--- config.mk ---
export PLATFORM = sky130hd
export DESIGN_NAME = multicycle_control
export DESIGN_NICKNAME = d
export VERILOG_FILES = /design/src/rtl/mips_ctrl_pkg.sv /design/src/rtl/imm_aluop_dec.sv /design/src/rtl/multicycle_control.sv
export SDC_FILE = /design/constraint.sdc
export NUM_CORES = 1
export LEC_CHECK = 0
export BUFFER_PORTS_ARGS = -buffer_cell sky130_fd_sc_hd__buf_2
export CORE_MARGIN = 4
export CORE_UTILIZATION = 48
export DETAILED_ROUTE_END_ITERATION = 6
export PLACE_DENSITY = 0.73
export SYNTH_ARGS = -nofsm -noshare
export SYNTH_HDL_FRONTEND = slang
export SYNTH_SLANG_ARGS = --single-unit
export TNS_END_PERCENT = 20
--- constraint.sdc ---
create_clock -name clock -period 1.6 [get_ports clock]
set_input_delay 0.08 -clock clock [delete_from_list [all_inputs] [get_ports clock]]
set_output_delay 0.08 -clock clock [all_outputs]
set_load 0.02 [all_outputs]
--- src/rtl/mips_ctrl_pkg.sv ---
// mips_ctrl_pkg
// Shared definitions for the multicycle MIPS control unit: state encodings,
// ALU-op codes, opcode constants, mux select codes and the per-state control
// word lookup used to build the registered Moore outputs.
package mips_ctrl_pkg;

    typedef enum logic [3:0] {
        S_FETCH  = 4'd0,
        S_DECODE = 4'd1,
        S_MEMADR = 4'd2,
        S_MEMRD  = 4'd3,
        S_MEMWB  = 4'd4,
        S_MEMWR  = 4'd5,
        S_EXEC   = 4'd6,
        S_RWB    = 4'd7,
        S_BRANCH = 4'd8,
        S_JUMP   = 4'd9,
        S_IEXEC  = 4'd10,
        S_IWB    = 4'd11
    } state_t;

    typedef logic [2:0] aluop_t;

    localparam aluop_t ALU_ADD   = 3'd0;
    localparam aluop_t ALU_SUB   = 3'd1;
    localparam aluop_t ALU_FUNCT = 3'd2;
    localparam aluop_t ALU_AND   = 3'd3;
    localparam aluop_t ALU_OR    = 3'd4;
    localparam aluop_t ALU_SLT   = 3'd5;

    localparam logic [5:0] OP_RTYPE = 6'b000000;
    localparam logic [5:0] OP_LW    = 6'b100011;
    localparam logic [5:0] OP_SW    = 6'b101011;
    localparam logic [5:0] OP_BEQ   = 6'b000100;
    localparam logic [5:0] OP_J     = 6'b000010;
    localparam logic [5:0] OP_ADDI  = 6'b001000;
    localparam logic [5:0] OP_ANDI  = 6'b001100;
    localparam logic [5:0] OP_ORI   = 6'b001101;
    localparam logic [5:0] OP_SLTI  = 6'b001010;

    localparam logic [1:0] SRCB_REGB  = 2'b00;
    localparam logic [1:0] SRCB_FOUR  = 2'b01;
    localparam logic [1:0] SRCB_IMM   = 2'b10;
    localparam logic [1:0] SRCB_IMMSH = 2'b11;

    localparam logic [1:0] PCSRC_ALU    = 2'b00;
    localparam logic [1:0] PCSRC_ALUOUT = 2'b01;
    localparam logic [1:0] PCSRC_JUMP   = 2'b10;

    // Moore part of the control outputs. irwrite and the FETCH pcwrite are
    // gated by mem_ready in the top level, so they are not part of this word.
    typedef struct packed {
        logic       pcwrite;
        logic       pcwritecond;
        logic       iord;
        logic       memread;
        logic       memwrite;
        logic       memtoreg;
        logic       regdst;
        logic       regwrite;
        logic       alusrca;
        logic [1:0] alusrcb;
        logic [1:0] pcsource;
        aluop_t     aluop;
    } ctrl_t;

    // Control word for a given state. imm_op is the ALU op to use in IEXEC.
    // Anything not assigned for a state stays 0, including unused encodings.
    function automatic ctrl_t state_ctrl(input state_t s, input aluop_t imm_op);
        ctrl_t c;
        c = '0;
        case (s)
            S_FETCH: begin
                c.memread  = 1'b1;
                c.alusrcb  = SRCB_FOUR;
                c.aluop    = ALU_ADD;
                c.pcsource = PCSRC_ALU;
            end
            S_DECODE: begin
                c.alusrcb = SRCB_IMMSH;
                c.aluop   = ALU_ADD;
            end
            S_MEMADR: begin
                c.alusrca = 1'b1;
                c.alusrcb = SRCB_IMM;
                c.aluop   = ALU_ADD;
            end
            S_MEMRD: begin
                c.memread = 1'b1;
                c.iord    = 1'b1;
            end
            S_MEMWB: begin
                c.regwrite = 1'b1;
                c.memtoreg = 1'b1;
            end
            S_MEMWR: begin
                c.memwrite = 1'b1;
                c.iord     = 1'b1;
            end
            S_EXEC: begin
                c.alusrca = 1'b1;
                c.alusrcb = SRCB_REGB;
                c.aluop   = ALU_FUNCT;
            end
            S_RWB: begin
                c.regwrite = 1'b1;
                c.regdst   = 1'b1;
            end
            S_BRANCH: begin
                c.alusrca     = 1'b1;
                c.alusrcb     = SRCB_REGB;
                c.aluop       = ALU_SUB;
                c.pcwritecond = 1'b1;
                c.pcsource    = PCSRC_ALUOUT;
            end
            S_JUMP: begin
                c.pcwrite  = 1'b1;
                c.pcsource = PCSRC_JUMP;
            end
            S_IEXEC: begin
                c.alusrca = 1'b1;
                c.alusrcb = SRCB_IMM;
                c.aluop   = imm_op;
            end
            S_IWB: begin
                c.regwrite = 1'b1;
            end
            default: c = '0;
        endcase
        return c;
    endfunction

endpackage

--- src/rtl/imm_aluop_dec.sv ---
// imm_aluop_dec
// Maps an immediate-class opcode to the ALU operation used in IEXEC.
// Ports:
//   opcode  in  6  instruction[31:26]
//   aluop   out 3  add/and/or/slt for addi/andi/ori/slti; add otherwise
module imm_aluop_dec
    import mips_ctrl_pkg::*;
(
    input  logic [5:0] opcode,
    output aluop_t     aluop
);

    always_comb begin
        aluop = ALU_ADD;
        case (opcode)
            OP_ADDI: aluop = ALU_ADD;
            OP_ANDI: aluop = ALU_AND;
            OP_ORI:  aluop = ALU_OR;
            OP_SLTI: aluop = ALU_SLT;
            default: aluop = ALU_ADD;
        endcase
    end

endmodule

--- src/rtl/multicycle_control.sv ---
// multicycle_control
// Control FSM for a multicycle MIPS datapath (lw, sw, R-type, beq, j and
// the addi/andi/ori/slti immediates).
// Ports:
//   clock, reset         rising-edge clock, asynchronous active-high reset
//   opcode[5:0]          instruction[31:26], sampled in DECODE
//   mem_ready            memory completes the current access this cycle
//   pcwrite .. alusrca   1-bit datapath strobes/selects
//   alusrcb, pcsource    2-bit mux selects
//   aluop[ALUOP_W-1:0]   ALU operation code (upper bits zero)
//   illegal_op           high during a DECODE cycle holding an unsupported opcode
//   state[3:0]           current state encoding for debug
module multicycle_control
    import mips_ctrl_pkg::*;
#(
    parameter bit          ENABLE_IMM  = 1'b1,
    parameter bit          ENABLE_JUMP = 1'b1,
    parameter int unsigned ALUOP_W     = 3      // must be at least 3
) (
    input  logic               clock,
    input  logic               reset,
    input  logic [5:0]         opcode,
    input  logic               mem_ready,
    output logic               pcwrite,
    output logic               pcwritecond,
    output logic               iord,
    output logic               memread,
    output logic               memwrite,
    output logic               irwrite,
    output logic               memtoreg,
    output logic               regdst,
    output logic               regwrite,
    output logic               alusrca,
    output logic               illegal_op,
    output logic [1:0]         alusrcb,
    output logic [1:0]         pcsource,
    output logic [ALUOP_W-1:0] aluop,
    output logic [3:0]         state
);

    state_t     state_reg;
    state_t     state_next;
    logic [5:0] opcode_reg;
    ctrl_t      ctrl_reg;
    ctrl_t      ctrl_out;
    aluop_t     imm_aluop;
    logic       opcode_legal;
    logic       state_valid;
    logic       fetch_done;

    imm_aluop_dec u_imm_aluop_dec (
        .opcode (opcode),
        .aluop  (imm_aluop)
    );

    always_comb begin
        state_next   = S_FETCH;
        opcode_legal = 1'b0;
        case (state_reg)
            S_FETCH:  state_next = mem_ready ? S_DECODE : S_FETCH;
            S_DECODE: begin
                case (opcode)
                    OP_RTYPE: begin
                        state_next   = S_EXEC;
                        opcode_legal = 1'b1;
                    end
                    OP_LW, OP_SW: begin
                        state_next   = S_MEMADR;
                        opcode_legal = 1'b1;
                    end
                    OP_BEQ: begin
                        state_next   = S_BRANCH;
                        opcode_legal = 1'b1;
                    end
                    OP_J: begin
                        if (ENABLE_JUMP) begin
                            state_next   = S_JUMP;
                            opcode_legal = 1'b1;
                        end
                    end
                    OP_ADDI, OP_ANDI, OP_ORI, OP_SLTI: begin
                        if (ENABLE_IMM) begin
                            state_next   = S_IEXEC;
                            opcode_legal = 1'b1;
                        end
                    end
                    default: state_next = S_FETCH;
                endcase
            end
            // Only lw and sw reach MEMADR, so the latched opcode picks between them.
            S_MEMADR: state_next = (opcode_reg == OP_SW) ? S_MEMWR : S_MEMRD;
            S_MEMRD:  state_next = mem_ready ? S_MEMWB : S_MEMRD;
            S_MEMWB:  state_next = S_FETCH;
            S_MEMWR:  state_next = mem_ready ? S_FETCH : S_MEMWR;
            S_EXEC:   state_next = S_RWB;
            S_RWB:    state_next = S_FETCH;
            S_BRANCH: state_next = S_FETCH;
            S_JUMP:   state_next = S_FETCH;
            S_IEXEC:  state_next = S_IWB;
            S_IWB:    state_next = S_FETCH;
            default:  state_next = S_FETCH;
        endcase
    end

    // The control word is loaded with the outputs of the state being entered,
    // so outputs come straight from flops. IEXEC is only entered from DECODE,
    // where the opcode input is still valid for the immediate ALU-op lookup.
    always_ff @(posedge clock or posedge reset) begin
        if (reset) begin
            state_reg  <= S_FETCH;
            opcode_reg <= '0;
            ctrl_reg   <= state_ctrl(S_FETCH, ALU_ADD);
        end else begin
            state_reg <= state_next;
            ctrl_reg  <= state_ctrl(state_next, imm_aluop);
            if (state_reg == S_DECODE) begin
                opcode_reg <= opcode;
            end
        end
    end

    // Guard against a corrupted state register driving any strobe.
    assign state_valid = (state_reg <= S_IWB);
    assign ctrl_out    = state_valid ? ctrl_reg : '0;

    // Instruction register and PC load together when the fetch completes.
    assign fetch_done = (state_reg == S_FETCH) && mem_ready;

    assign pcwrite     = ctrl_out.pcwrite | fetch_done;
    assign irwrite     = fetch_done;
    assign pcwritecond = ctrl_out.pcwritecond;
    assign iord        = ctrl_out.iord;
    assign memread     = ctrl_out.memread;
    assign memwrite    = ctrl_out.memwrite;
    assign memtoreg    = ctrl_out.memtoreg;
    assign regdst      = ctrl_out.regdst;
    assign regwrite    = ctrl_out.regwrite;
    assign alusrca     = ctrl_out.alusrca;
    assign alusrcb     = ctrl_out.alusrcb;
    assign pcsource    = ctrl_out.pcsource;
    assign aluop       = ALUOP_W'(ctrl_out.aluop);
    assign state       = state_reg;

    // Reset drives the state to FETCH asynchronously, which clears this too.
    assign illegal_op  = (state_reg == S_DECODE) && !opcode_legal;

endmodule

# Word-level counts from Yosys, hierarchy flattened
# Index checks and enable logic that the tools add are counted.
dict set report classes {
  n_lt_le_gt_ge 1
  n_eq_ne 26
  n_mux 22
  bitwise_logic 1
  reduce_logical 14
}
# op n
set ops {}
lappend ops {{case mux 4 bit (7 select lines)} 1}
lappend ops {{== test 4 x 3 -> 1 bit (second input constant)} 6}
lappend ops {{== test 6 x 4 -> 1 bit (second input constant)} 4}
lappend ops {{== test 4 bit (second input constant)} 5}
lappend ops {{case mux 4 bit (5 select lines)} 1}
lappend ops {{== test 6 bit (second input constant)} 3}
lappend ops {{case mux 3 bit (3 select lines)} 2}
lappend ops {{== test 4 x 2 -> 1 bit (second input constant)} 4}
lappend ops {{2-to-1 mux 16 bit} 1}
lappend ops {{2-to-1 mux 1 bit} 12}
lappend ops {{2-to-1 mux 3 bit} 3}
lappend ops {{OR reduction 9 bit} 1}
lappend ops {{== test 4 x 1 -> 1 bit (second input constant)} 2}
lappend ops {{logical NOT 4 bit} 2}
lappend ops {{OR reduction 2 bit} 4}
lappend ops {{OR reduction 4 bit} 2}
lappend ops {{== test 6 x 2 -> 1 bit (second input constant)} 1}
lappend ops {{== test 6 x 3 -> 1 bit (second input constant)} 1}
lappend ops {{logical NOT 6 bit} 1}
lappend ops {{case mux 2 bit (3 select lines)} 1}
lappend ops {{less-or-equal comparator 4 bit (second input constant)} 1}
lappend ops {{case mux 2 bit (2 select lines)} 1}
lappend ops {{OR reduction 3 bit} 1}
lappend ops {{logical AND 1 bit} 2}
lappend ops {{other kinds (2)} 2}
dict set report totals {
  regBits 26
  in_bits 9
  out_inout_bits 22
  word_cells 78
}

# Depth between registers and ports, before layout
# Gate-level depths: netlist (run 1).
dict set report depth {
  ltp_word 7
  depth_mapped 6
  ltp_nobuf 5
}

# Cells and area by module
# From an unflattened synthesis (run 1), not the netlist that was laid out.
dict set report hier_totals {
  hier_cells 133
  area_unflattened_um2 1337.5
}
# module n_inst cells_per_inst area_each_um2 seq_area_each_um2
set modules_own_cells {}
lappend modules_own_cells {multicycle_control 1 125 1272.5 603.1}
lappend modules_own_cells {imm_aluop_dec 1 8 65.1 0.0}

# Worst setup path after synthesis (run 1)
# OpenSTA, ideal clock, no wires.
dict set report synth_path {
  path_type {flip-flop to output port}
  startpoint {register state_reg[3], in the netlist state[3]}
  endpoint {output illegal_op}
  t_arrival_ps 1873
  required_time_ps 1520
  path_slack_ps -353
  path_stages_with_launch 5
  n_path_buf 2
  path_cell_list {dfrtp_1 -> buf_6 -> or4b_4 -> clkbuf_1 -> nor3_1}
}
dict set report synth_between {
  elab_chain_len 4
}
# element line
set synth_lines {}
lappend synth_lines {{from (decl)} multicycle_control.sv:41} ;# state_t state_reg;
lappend synth_lines {{from (signal assigned)} multicycle_control.sv:114} ;# state_reg <= state_next;
lappend synth_lines {{== test 4 x 1 -> 1 bit (*)} {multicycle_control.sv:59, multicycle_control.sv:145}}
lappend synth_lines {{2-to-1 mux 1 bit} multicycle_control.sv:59} ;# case (state_reg)
lappend synth_lines {{logical NOT 1 bit} multicycle_control.sv:145} ;# assign illegal_op = (state_reg == S_DECODE) && !opcode_legal;
lappend synth_lines {{logical AND 1 bit (*)} multicycle_control.sv:145}
lappend synth_lines {{to (decl)} multicycle_control.sv:34} ;# output logic illegal_op,
# Every way passes the cells marked *; elsewhere a longest branch is shown, timed or not.

# Final worst setup path (run 1)
dict set report layout_path {
  startpoint {register state_reg[1], in the netlist state[1]}
  endpoint {output illegal_op}
}
# The elaborated chain is that of the path after synthesis.

==> reports/qor.txt, run 1 <==
status = finished with violations
failing checks = setup timing
Setup Crit Path Kind = reg2out
drt first-iter violations = 18
Routed WL = 3.07 mm
first-pass GRT wire length = 5.23 mm
met2 wire length = 1.51 mm
WL met3 = 155 um
crit start category = flop
via-per-instance ratio = 5.30
largest net degree at the start of global routing = 25
hold path depth = 3
WL/cell = 13.2 um
Initial Utilization = 0.500
Power Internal = 1.51 mW
RePlAce Congestion = 0.855
Post-Synthesis Cells = 150
Worst-Skew Late Latency = 0.32 ns
layout cells sized above 1 = 0.416
fill cell count = 235
worst clock skew = 0.0111 ns
min Tclk post-route = 1.83 ns
Peak VDD IR = 0.863 mV
reg2reg path depth = 6
critical path cell sequence = or4b_4 > buf_6 > nor3_2 > buf_4
Worst Setup Slack, final = -0.232 ns
crit path capture type = primary output
worst slew pin tran = 0.363 ns
clock buffer depth = 2
multi-input logic area = 721 um2
Post-synth ARST share = 1.00
Reg area = 604 um2
Leak = 0.901 nW
worst hold margin = 0.0140 ns
Switching Fraction = 0.389
r2r setup slk = -0.17 ns
top sig layer = met4
worst hold path class = in2reg
Data required, critical path = 1.52 ns
H-tree levels = 1
Setup Slack @ Placement = -0.153 ns
clk sinks = 24
FP Rows = 19
P_sw = 961 uW
period utilization = 1.15
RSZ-0062 raised after global routing = yes
Final Hold Fails = 0
area delta synth->final = 31.9%
CTS tree = built
Vert. Die Dim = 61.4 um
cell taking the most area after synthesis = dfrtp_1
post-synthesis cell type count = 44
vias in the first global route = 1198
crit path DAT = 1.75 ns
initial antenna violation count = 0
R2R Path Start = state[1]$_DFF_PP0_
Slew HR = 0.757
fmax = 546 MHz
Post-Route M1 WL = 1.36 mm
dpl hpwl = 2.37 mm
Post-synth EDFFs = 0
Max FO, Critical Path = 3
Clock Root Buffer = clkbuf_4
Core ar. = 2730 um2
Clk pwr share = 0.127
Max-Cap Viols = 0
area share of the largest cell type after synthesis = 0.403
Via Count = 1235
die width = 61.4 um
Port Buf Inserts = 30
register bit total from synthesis = 24
Synth Net Count = 159
DRC errors left = 0
crit-path max cell delay = 0.57 ns
Synth Area per Inst = 9.12 um2
DP Cell Count = 227
die area = 3770 um2
hold-critical path endpoint = opcode_reg[0]$_DFFE_PP0P_
Sequential Power Share = 0.345
boundary pin count = 31
Nets = 212
gr usage total = 0.185
combinational share of power = 0.528
reg2reg end = ctrl_reg[13]$_DFF_PP0_
Pwr Density = 1370 nW/um2
hold path start = opcode[0]
sequential cell area fraction in the yosys report = 0.441
Slew Limit Fails = 0
grt total ovfl = 0
Reg clk slew, reported paths = 0.13 ns
setup violators final = 13
Largest register FFs = 14
Critical-path top delay cell = or4b_4
Warnings, synthesis = 0
Mapped Area = 1370 um2
non-filler instance count after layout = 233
Antenna Cells = 0
number of routed nets with antenna violations = 0
Initial DRT Pass Iterations = 6
top cells by area, synth = dfrtp_1, nand2_1, and2_1
CTS Buf Count = 3
Synth Flop Type = dfrtp_1
logic make-up after synthesis:
| family | count (synthesis) | share of synthesized area |
|---|---|---|
| and+or+nand+nor | 86 | 0.360 |
| DFF | 24 | 0.441 |
| AOI/OAI and AO/OA | 22 | 0.124 |
| buffers and inverters | 15 | 0.0540 |
| muxes | 2 | 0.0156 |
| xor gates and xnor gates | 1 | 0.00641 |
metal layers:
layer	vias up	track usage
met5	-	0
met4	0	0.0667
met3	6	0.0356
met2	28	0.322
met1	580	0.227
li1	621	-
power groups by stage:
| stage | Sequential [mW] | Clock [mW] | Combinational [mW] |
|---|---|---|---|
| after detailed placement | 0.867 | 0 | 1.20 |
| after global placement | 0.857 | 0 | 1.18 |
| final | 0.852 | 0.313 | 1.30 |
| after global routing | 0.871 | 0.351 | 1.45 |
| after CTS | 0.854 | 0.323 | 1.28 |
| after floorplan | 0.893 | 0 | 0.736 |
worst max-delay path, delay by kind of cell (launching register included):
kind,cells,cell delay [ns]
and+or+nand+nor,2,0.73
DFF,1,0.41
buffers and inverters,2,0.30
layout by cell type (no fill, tap or decap), types with 2 or more instances in the layout:
cell type  netlist  routed
inv_1            5       5
nor3_2           0       3
buf_2            5      24
nor3_1           8       5
or3b_2           2       2
nand4b_1         2       2
nand2_2          0       2
o32ai_1          2       2
nor2_1           8       8
and2_1          15      15
or4_1            3       3
buf_6            1       2
a2111oi_2        2       2
dfrtp_1         22      21
dfstp_2          2       2
nor2b_1          2       2
a21oi_1          4       3
or4b_4           2       2
clkbuf_4         0       3
buf_4            1      31
or2_2            3       3
nand2b_1         6       6
a31oi_1          4       4
nand2_1         26      24
metrics by stage:
step | util | total power [mW] | TNS (ns) | instance area, um2
after floorplan | - | 1.63 | -1.10 | 1370
after global placement | 0.623 | 2.04 | -0.216 | 1700
after global routing | 0.660 | 2.67 | -2.64 | 1800
final | 0.660 | 2.47 | -1.28 | 1800
after CTS | 0.652 | 2.45 | -1.30 | 1780
after detailed placement | 0.623 | 2.07 | -0.989 | 1700
cell usage after synthesis (all sizes together) (3+ instances only):
master,count
nand2b,6
a31oi,4
or3b,3
inv,5
and2,15
nor2,9
nand2,26
clkbuf,3
buf,7
a21oi,4
dfrtp,22
or4,3
or2,4
nor3,8
worst max-delay path by stage:
stage / startpoint / to / cells past startpoint
6_report: state[1]$_DFF_PP0_ / illegal_op / 4
5_1_grt: state[1]$_DFF_PP0_ / illegal_op / 4
3_3_place_gp: state[1]$_DFF_PP0_ / ctrl_reg[1]$_DFF_PP0_ / 5
2_1_floorplan: state[3]$_DFF_PP0_ / ctrl_reg[1]$_DFF_PP0_ / 6
3_5_place_dp: state[1]$_DFF_PP0_ / ctrl_reg[0]$_DFF_PP0_ / 6
4_1_cts: state[1]$_DFF_PP0_ / illegal_op / 4
timing repair:
item,4_1_cts,5_1_grt
hold buffers,1,0
buffers inserted,1,0
gates resized for setup,6,8
pin swaps,2,1
setup endpoints to repair,14,24
endpoints found under the hold margin,22,0
final cells by class:
cell class / instances / share of cell area
clock buffer: 4 / 0.0201
inverter: 5 / 0.0104
sequential: 24 / 0.335
timing repair buffer: 58 / 0.214
multi-input combinational: 111 / 0.399
tap: 31 / 0.0215
No activity file was read; power rests on OpenSTA's default activity.
==> inputs of run 2 (changes only) <==
--- a/config.mk
+++ b/config.mk
@@ -7,10 +7,12 @@
 export LEC_CHECK = 0
 export BUFFER_PORTS_ARGS = -buffer_cell sky130_fd_sc_hd__buf_2
 export CORE_MARGIN = 4
-export CORE_UTILIZATION = 48
+export CORE_UTILIZATION = 47
 export DETAILED_ROUTE_END_ITERATION = 6
-export PLACE_DENSITY = 0.73
+export GPL_ROUTABILITY_DRIVEN = 0
+export PLACE_DENSITY = 0.72
 export SYNTH_ARGS = -nofsm -noshare
 export SYNTH_HDL_FRONTEND = slang
+export SYNTH_HIERARCHICAL = 1
 export SYNTH_SLANG_ARGS = --single-unit
 export TNS_END_PERCENT = 20
==> reports/qor.txt, run 2 <==
status = finished with violations
failing checks = setup timing
RSZ-0062 raised after global routing = yes
gr usage total = 0.191 (+0.00633)
boundary pin count = 31 (unchanged)
fmax = 573 MHz (+5.0%)
sequential cell area fraction in the yosys report = 0.451 (+0.00990)
H-tree levels = 1 (unchanged)
clock buffer depth = 2 (unchanged)
worst hold path class = in2reg
Synth Area per Inst = 10.1 um2 (+10%)
Core ar. = 2730 um2 (unchanged)
register bit total from synthesis = 24 (unchanged)
Vert. Die Dim = 61.3 um (about the same)
largest net degree at the start of global routing = 25 (unchanged)
worst slew pin tran = 0.380 ns (+0.0169 ns)
setup violators final = 18 (+5)
Peak VDD IR = 1.36 mV (+58%)
Critical-path top delay cell = dfrtp_2
die area = 3760 um2 (about the same)
Synth Net Count = 142 (-11%)
Post-synth ARST share = 1.00 (unchanged)
Post-Synthesis Cells = 133 (-11%)
crit path DAT = 1.97 ns (+0.22 ns)
most frequent cells in the layout = buf_4, buf_2, dfrtp_1, and2_1
crit start category = flop
Via Count = 1250 (+1.2%)
Setup Crit Path Kind = reg2reg
drt first-iter violations = 20 (+2)
post-synthesis cell type count = 47 (+6.8%)
initial antenna violation count = 0 (unchanged)
Leak = 0.980 nW (+8.8%)
Clock Root Buffer = clkbuf_4
cell taking the most area after synthesis = dfrtp_1
fill cell count = 189 (-20%)
number of routed nets with antenna violations = 0 (unchanged)
Max-Cap Viols = 0 (unchanged)
Antenna Cells = 0 (unchanged)
Reg clk slew, reported paths = 0.14 ns (about the same)
Port Buf Inserts = 30 (unchanged)
Mapped Area = 1340 um2 (-2.2%)
Warnings, synthesis = 6 (+6)
Pwr Density = 1810 nW/um2 (+32%)
area share of the largest cell type after synthesis = 0.412 (+0.00904)
via-per-instance ratio = 5.61 (+5.8%)
critical path cell sequence = buf_6 > nand3b_1 > a311oi_2 > a311o_2 > or2_1 > and2_1
DRC errors left = 0 (unchanged)
CTS Buf Count = 3 (unchanged)
Util after Layout = 0.729 (+0.0686)
Tot Pwr = 3.60 mW (+46%)
layout cells sized above 1 = 0.542 (+0.126)
first-pass GRT wire length = 5.33 mm (+1.8%)
Initial DRT Pass Iterations = 4 (-2)
grt total ovfl = 0 (unchanged)
Nets = 202 (-4.7%)
area delta synth->final = 48.9%
Largest register FFs = 14 (unchanged)
Worst-Skew Late Latency = 0.32 ns (about the same)
CTS tree = built
Slew Limit Fails = 0 (unchanged)
Synth Flop Type = dfrtp_1
Routed WL = 3.58 mm (+17%)
crit-path max cell delay = 0.47 ns (-0.10 ns)
Worst Setup Slack, final = -0.146 ns (+0.0864 ns)
min Tclk post-route = 1.75 ns (-0.0864 ns)
commonest non-fill, non-tap cell in the layout = buf_4
WL/cell = 16.1 um (+22%)
FP Rows = 19 (unchanged)
clk sinks = 24 (unchanged)
Max FO, Critical Path = 7 (+4)
Initial Utilization = 0.489 (-0.0110)
Final Hold Fails = 0 (unchanged)
period utilization = 1.09 (-0.0540)
cell with the most instances after synthesis = dfrtp_1
Data required, critical path = 1.83 ns (+0.31 ns)
Post-synth EDFFs = 0 (unchanged)
vias in the first global route = 1151 (-3.9%)
top cells by area, synth = dfrtp_1, and2_1, mux2_2
Synth top cells by count = dfrtp_1, and2_1, nor2_1
Slew HR = 0.746 (-0.0106)
die width = 61.3 um (about the same)
crit path capture type = flop
dpl hpwl = 2.19 mm (-7.3%)
worst clock skew = 0.00921 ns (-0.00184 ns)
[run 2: metal layers]
layer / GRT usage / up-vias / wire length [um]
met5: 0 / - / 0
met4: 0.0606 / 0 / 31
met3: 0.0356 / 4 / 153
met2: 0.323 / 34 / 1840
met1: 0.247 / 618 / 1560
li1: - / 594 / -
[run 2: worst max-delay path: cells and delay by family, from the launching register on]
family / cells / cell delay (ns)
AOI/OAI and AO/OA: 2 / 0.52
buffers and inverters: 1 / 0.16
DFF: 1 / 0.47
and+or+nand+nor: 3 / 0.52
[run 2: report_power, final]
part           total (mW)  switching, mW  internal [mW]
logic                2.20           1.03           1.17
clock network       0.442          0.189          0.253
registers           0.959          0.135          0.824
total                3.60           1.35           2.25
[run 2: path summary, 6_finish.rpt]
kind	from	end	slack, ns	cells past startpoint
max	state[1]$_DFF_PP0_	ctrl_reg[8]$_DFF_PP0_	-0.15	6
min	opcode[3]	opcode_reg[3]$_DFFE_PP0P_	0.07	2
max reg2reg	state[1]$_DFF_PP0_	ctrl_reg[8]$_DFF_PP0_	-0.15	6
min reg2reg	opcode_reg[1]$_DFFE_PP0P_	opcode_reg[1]$_DFFE_PP0P_	0.54	1
max in group asynchronous	reset	ctrl_reg[5]$_DFF_PP1_	0.99	4
min in group asynchronous	reset	ctrl_reg[2]$_DFF_PP0_	0.32	4
[run 2: metrics by stage]
stage	std cells	hold slack [ns]	cell area (um2)	worst slack [ns]	setup TNS (ns)
2_1_floorplan	133	0.0930	1350	-0.132	-0.895
3_3_place_gp	201	0.131	1590	-0.0990	-0.356
3_5_place_dp	201	0.139	1590	-0.142	-0.688
4_1_cts	218	0.0650	1850	-0.0629	-0.546
5_1_grt	223	0.0781	1990	-0.190	-2.50
6_report	223	0.0716	1990	-0.146	-1.43
[run 2: final cells by class]
| cell class | instances | area, um2 | area share |
|---|---|---|---|
| Clock buffer | 3 | 22.5 | 0.0113 |
| Inverter | 5 | 18.8 | 0.00942 |
| Timing Repair Buffer | 64 | 467 | 0.234 |
| Multi-Input combinational cell | 95 | 808 | 0.406 |
| Tap cell | 31 | 38.8 | 0.0195 |
| Clock inverter | 1 | 30.0 | 0.0151 |
| Sequential cell | 24 | 607 | 0.305 |
[run 2: cells by family after synthesis]
group                     count (synthesis)  share of synthesized area
muxes                                     7                     0.0580
and+or+nand+nor                          64                      0.290
DFF                                      24                      0.451
buffers and inverters                    14                     0.0552
xor gates and xnor gates                  2                     0.0131
AOI/OAI and AO/OA                        22                      0.133
[run 2: timing repair]
item,CTS,global route
gates resized for setup,23,26
buffers inserted,12,5
setup endpoints to repair,17,32
hold buffers,1,0
cloned,0,0
endpoints found under the hold margin,22,0
pin swaps,9,8
